File: src/rtl/spi_reg_slave.sv
// spi_reg_slave: SPI mode-0 slave exposing a burst-addressed register file.
// All SPI pins are resynchronised into clk; protocol logic runs on the synchronised copies.
module spi_reg_slave #(
    parameter int DATA_W      = 8,
    parameter int ADDR_W      = 3,
    parameter int SYNC_STAGES = 2,
    localparam int NUM_REGS   = 2 ** ADDR_W
) (
    input  logic                         clk,
    input  logic                         rst,
    input  logic                         spi_sck,
    input  logic                         spi_mosi,
    input  logic                         spi_cs_n,
    output logic                         spi_miso,
    output logic                         miso_oe,
    output logic [NUM_REGS*DATA_W-1:0]   reg_out,
    output logic                         wr_strobe,
    output logic [ADDR_W-1:0]            wr_addr
);
    localparam int SW = DATA_W > 8 ? DATA_W : 8;

    typedef enum logic [1:0] {IDLE, CMD, DATA} state_t;

    logic [SYNC_STAGES-1:0] sck_sync_q, sck_sync_d;
    logic [SYNC_STAGES-1:0] mosi_sync_q, mosi_sync_d;
    logic [SYNC_STAGES-1:0] csn_sync_q, csn_sync_d;
    logic [SYNC_STAGES:0]   vld_q, vld_d;
    logic                   sck_prev_q, sck_prev_d;
    logic                   csn_prev_q, csn_prev_d;
    state_t                 state_q, state_d;
    logic [5:0]             bit_cnt_q, bit_cnt_d;
    logic [SW-2:0]          shin_q, shin_d;
    logic                   is_wr_q, is_wr_d;
    logic [ADDR_W-1:0]      ptr_q, ptr_d;
    logic [NUM_REGS-1:0][DATA_W-1:0] regs_q, regs_d;
    logic [DATA_W-1:0]      miso_sr_q, miso_sr_d;
    logic                   miso_q, miso_d;
    logic                   wr_strobe_q, wr_strobe_d;
    logic [ADDR_W-1:0]      wr_addr_q, wr_addr_d;

    logic              sck_s, mosi_s, csn_s, rise, fall;
    logic [SW-1:0]     shin_next;
    logic [ADDR_W-1:0] ptr_inc;

    assign sck_s     = sck_sync_q[SYNC_STAGES-1];
    assign mosi_s    = mosi_sync_q[SYNC_STAGES-1];
    assign csn_s     = csn_sync_q[SYNC_STAGES-1];
    assign rise      = !sck_prev_q && sck_s;
    assign fall      = sck_prev_q && !sck_s;
    assign shin_next = {shin_q, mosi_s};
    assign ptr_inc   = ptr_q + 1'b1;

    always_comb begin
        sck_sync_d  = {sck_sync_q[SYNC_STAGES-2:0], spi_sck};
        mosi_sync_d = {mosi_sync_q[SYNC_STAGES-2:0], spi_mosi};
        csn_sync_d  = {csn_sync_q[SYNC_STAGES-2:0], spi_cs_n};
        vld_d       = {vld_q[SYNC_STAGES-1:0], 1'b1};
        sck_prev_d  = sck_s;
        csn_prev_d  = csn_s;
        state_d     = state_q;
        bit_cnt_d   = bit_cnt_q;
        shin_d      = shin_q;
        is_wr_d     = is_wr_q;
        ptr_d       = ptr_q;
        regs_d      = regs_q;
        miso_sr_d   = miso_sr_q;
        wr_strobe_d = 1'b0;
        wr_addr_d   = wr_addr_q;
        if (csn_s) begin
            state_d   = IDLE;
            bit_cnt_d = '0;
        end else if (state_q == IDLE) begin
            // vld_q top bit: csn_prev_q holds a real pin sample, not a reset value
            if (vld_q[SYNC_STAGES] && csn_prev_q) begin
                state_d   = CMD;
                bit_cnt_d = '0;
            end
        end else if (state_q == CMD) begin
            if (rise) begin
                shin_d    = shin_next[SW-2:0];
                bit_cnt_d = bit_cnt_q + 6'd1;
                if (bit_cnt_q == 6'd7) begin
                    state_d   = DATA;
                    bit_cnt_d = '0;
                    is_wr_d   = shin_next[7];
                    ptr_d     = shin_next[ADDR_W-1:0];
                    miso_sr_d = regs_q[shin_next[ADDR_W-1:0]];
                end
            end
        end else begin
            if (rise) begin
                shin_d    = shin_next[SW-2:0];
                bit_cnt_d = bit_cnt_q + 6'd1;
                if (bit_cnt_q == 6'(DATA_W - 1)) begin
                    bit_cnt_d = '0;
                    ptr_d     = ptr_inc;
                    if (is_wr_q) begin
                        regs_d[ptr_q] = shin_next[DATA_W-1:0];
                        wr_strobe_d   = 1'b1;
                        wr_addr_d     = ptr_q;
                    end else begin
                        miso_sr_d = regs_q[ptr_inc];
                    end
                end
            end else if (fall && bit_cnt_q != '0) begin
                // no shift on the fall right after a load, so the MSB survives to the next rise
                miso_sr_d = miso_sr_q << 1;
            end
        end
        miso_d = (state_d == DATA && !is_wr_d) ? miso_sr_d[DATA_W-1] : 1'b0;
    end

    always_ff @(posedge clk) begin
        if (rst) begin
            sck_sync_q  <= '0;
            mosi_sync_q <= '0;
            csn_sync_q  <= '1;
            vld_q       <= '0;
            sck_prev_q  <= 1'b0;
            csn_prev_q  <= 1'b1;
            state_q     <= IDLE;
            bit_cnt_q   <= '0;
            shin_q      <= '0;
            is_wr_q     <= 1'b0;
            ptr_q       <= '0;
            regs_q      <= '0;
            miso_sr_q   <= '0;
            miso_q      <= 1'b0;
            wr_strobe_q <= 1'b0;
            wr_addr_q   <= '0;
        end else begin
            sck_sync_q  <= sck_sync_d;
            mosi_sync_q <= mosi_sync_d;
            csn_sync_q  <= csn_sync_d;
            vld_q       <= vld_d;
            sck_prev_q  <= sck_prev_d;
            csn_prev_q  <= csn_prev_d;
            state_q     <= state_d;
            bit_cnt_q   <= bit_cnt_d;
            shin_q      <= shin_d;
            is_wr_q     <= is_wr_d;
            ptr_q       <= ptr_d;
            regs_q      <= regs_d;
            miso_sr_q   <= miso_sr_d;
            miso_q      <= miso_d;
            wr_strobe_q <= wr_strobe_d;
            wr_addr_q   <= wr_addr_d;
        end
    end

    assign spi_miso  = miso_q;
    assign miso_oe   = !csn_s;
    assign reg_out   = regs_q;
    assign wr_strobe = wr_strobe_q;
    assign wr_addr   = wr_addr_q;
endmodule
File: config.mk
export PLATFORM = sky130hd
export DESIGN_NAME = spi_reg_slave
export DESIGN_NICKNAME = d
export VERILOG_FILES = /design/src/rtl/spi_reg_slave.sv
export SDC_FILE = /design/constraint.sdc
export NUM_CORES = 1
export LEC_CHECK = 0
export ABC_AREA = 0
export CAP_MARGIN = 25
export CORE_MARGIN = 1
export CORE_UTILIZATION = 59
export DETAILED_ROUTE_END_ITERATION = 6
export GPL_TIMING_DRIVEN = 0
export PLACE_DENSITY = 0.93
export SLEW_MARGIN = 20
export SYNTH_ARGS = -nofsm -noshare
export SYNTH_HDL_FRONTEND = slang
export SYNTH_SLANG_ARGS = --single-unit
File: constraint.sdc
create_clock -name clk -period 3.7 [get_ports clk]
set_clock_uncertainty 0.1 [all_clocks]
set_input_delay 0.74 -clock clk [delete_from_list [all_inputs] [get_ports clk]]
set_output_delay 0.74 -clock clk [all_outputs]
set_load 0.03 [all_outputs]
==> metrics.txt <==
ant diodes=0; Overflow after GRT=0; vias in the first global route=4725; Yosys top cell by area=dfxtp_1; layout cells sized above 1=12.1%; GRT Total Usage=36.5%; Most used DFF post-synth=dfxtp_1; crit-path cells=buf_2 > buf_2 > buf_2 > nand3b_1 > clkbuf_1 > mux2i_1 > nor2_1; Yosys reg bits=107; largest family of logic cells by synthesized area=multiplexers; Post-CTS Setup Bufs=0; routed len/inst=21.4 microns; Avg Vias per Cell=6.51; HPWL Detailed=11.3 mm; synth warn=0; DRT iter0 DRCs=598; Max H-tree Level=3; Initial DRT Pass Iterations=5; Vert. Die Dim=95.5 microns; wire length on met3=1.61 mm; CTS Sinks=107; status=finished, final reports clean; Tcrit/Tclk final=74.8%; startpoint class of the critical path=flop; area share of and/or/nand/nor cells after synthesis=19.3%; most numerous cell in the Yosys netlist=dfxtp_1; Synth cell types=51; CTS tree=yes; CP max-delay cell=clkbuf_1; Horiz. Die Dim=95.5 microns; synthesized cell area=5160 sq um; Worst Setup End Kind=flop; drt total wl=16.0 mm; CP Max Fanout=10; Slew Limit Headroom=28.9%; core area=8340 sq um; Top cell by count, worst path=buf_2; final setup vio count=0; area share of fa/ha/maj cells after synthesis=0.728%; dpl cell area=6020 sq um; Post-Syn Instances=554; fmax=0.361 GHz; CP max stage delay=0.65 ns; worst slew pin tran=1.06 ns; hold_buf cts=0; final slew viol count=0; Initial Utilization=61.8%; Post-synth EDFFs=0; Sum Neg Setup Slack=0 ns; initial antenna violation count=0; dpl cells=732; worst path bufs/invs=4; PwrDens=309 nW/um^2; clock latency on the worst-skew pair=0.39 ns; unrepaired setup endpoints after global routing=no; data arrival time of the worst path=2.92 ns; critical path data required time=3.86 ns; Syn Nets=562; commonest cells in the netlist=dfxtp_1 (107), nand2_1 (94), nor2_1 (63); fin cells=748; VDD IR max=0.241 mV; IO Count=75; Post-Synth XOR/XNOR Area=0.170%; Bufs on Longest Clock Path=2; final hold vios=0; Crit Path Class=flop to flop; drt drc=0; post-route cell area=6230 sq um; CTS root buf=clkbuf_8; mux contribution to synthesized area=23.2%; routability congestion estimate=0.953; delay-heaviest family, CP=buffers and inverters; routed vias=4872; synthesized area per cell=9.31 sq um; Max Cap Viol=0; met2 WL post-DR=7.63 mm; Metal-1 WL=5.88 mm; top area cells in the synthesized netlist=dfxtp_1 (42%), mux4_2 (13%), mux2i_1 (8.9%); # nets final=646; Post-CTS Resized=0; PortBufs=73; TritonCTS Buffers=9; Synth Area in Compound Gates=10.7%; first-pass GRT wire length=24.5 mm; leakage power=2.08 nW; Seq/Total Area, Yosys=41.5%; Synth top area share=41.5%; Top Metal Used=met4; post-synthesis async set-or-reset flop share=0%; Min Clock Period, post-route=2.77 ns; largest net degree at the start of global routing=22; Reg clk slew, reported paths=0.11 ns; Tot Pwr=1.92 mW; area delta synth->final=20.7%; die area=9120 sq um; Rows=33; Hold Path Class=flop to flop; post-route ant nets=0
[per-layer routing]
layer  track usage (%)  vias to the layer above
li1                  -                     2107
met1              44.3                     2332
met2              57.9                      328
met3              7.97                      105
met4              24.4                        0
met5              2.38                        -
[worst paths after layout]
| check | startpoint | endpoint | slack, ns | depth (start not counted) |
|---|---|---|---|---|
| max | ptr_q[0]$_SDFFE_PP0P_ | reg_out[18]$_SDFFE_PP0P_ | 0.93 | 7 |
| min | csn_sync_q[0]$_SDFF_PP1_ | csn_sync_q[1]$_SDFF_PP1_ | 0.33 | 1 |
| max reg2reg | ptr_q[0]$_SDFFE_PP0P_ | reg_out[18]$_SDFFE_PP0P_ | 0.93 | 7 |
| min reg2reg | csn_sync_q[0]$_SDFF_PP1_ | csn_sync_q[1]$_SDFF_PP1_ | 0.33 | 1 |
[flip-flops by register name (all words and copies together) (netlist names)]
signal and flops:
reg_out 64, miso_sr_q 8, shin_q 7, bit_cnt_q 6, ptr_q 3, vld_q 3
wr_addr 3, csn_sync_q 2, mosi_sync_q 2, sck_sync_q 2, state_q 2, csn_prev_q 1
is_wr_q 1, sck_prev_q 1, spi_miso 1, wr_strobe 1
[power breakdown]
group          switching (mW)  total, mW  internal, mW
Sequential            0.00238       1.16          1.16
Combinational          0.0323     0.0442        0.0119
Clock                   0.453      0.721         0.268
[placed cells by master (no fill, tap or decap), types with 2 or more instances in the layout]
master	count
a211oi_1	4
clkbuf_8	9
mux2_2	4
clkinv_8	2
clkbuf_1	30
o21ai_0	16
nand2_1	94
or2_2	2
or3b_2	3
and2_1	2
o22ai_1	7
mux2i_1	46
inv_8	2
mux4_2	30
a31oi_1	2
a22oi_1	2
inv_1	16
nor2b_1	11
nor2_1	63
dfxtp_1	107
nand2b_1	6
ha_1	3
nor3b_2	2
a21oi_1	49
buf_2	10
nor3_2	3
clkdlybuf4s50_1	73
nand3b_1	3
nand4_1	3
nand3_1	7
a2111oi_0	5
[worst reg2reg max path, delay by kind of cell, from the launching register on]
| kind | cells | cell delay (ns) |
|---|---|---|
| flops | 1 | 0.36 |
| buf+inv | 4 | 1.62 |
| mux | 1 | 0.36 |
| simple gates | 2 | 0.20 |
[layout make-up]
type	instances	area, sq um
repair buffers	73	731
flip-flops and latches	107	2140
multi-input cells	390	2790
clock buffers	9	124
inverters	17	63.8
fillers	550	2110
clock inverters	7	77.6
well taps	105	131
plain buffers	40	163
[stage by stage]
| stage | hold WS [ns] | setup slack (ns) | utilization (%) |
|---|---|---|---|
| after detailed placement | 0.306 | 1.04 | 72.2 |
| after floorplan | 0.289 | 1.48 | - |
| final | 0.329 | 0.933 | 74.6 |
| after CTS | 0.330 | 0.996 | 74.6 |
| after global placement | 0.299 | 0.942 | 72.2 |
| after global routing | 0.357 | 0.854 | 74.6 |
[cells by family (layout without fill, tap and decap cells)]
group | after synthesis | count (layout)
flip-flops | 107 | 107
AO/OA/AOI/OAI | 94 | 94
AND/OR/NAND/NOR | 211 | 211
multiplexers | 81 | 81
adder cells (fa/ha/maj) | 3 | 3
buffers and inverters | 57 | 146
XOR/XNOR | 1 | 1
Power figures use the tool's default switching activity.
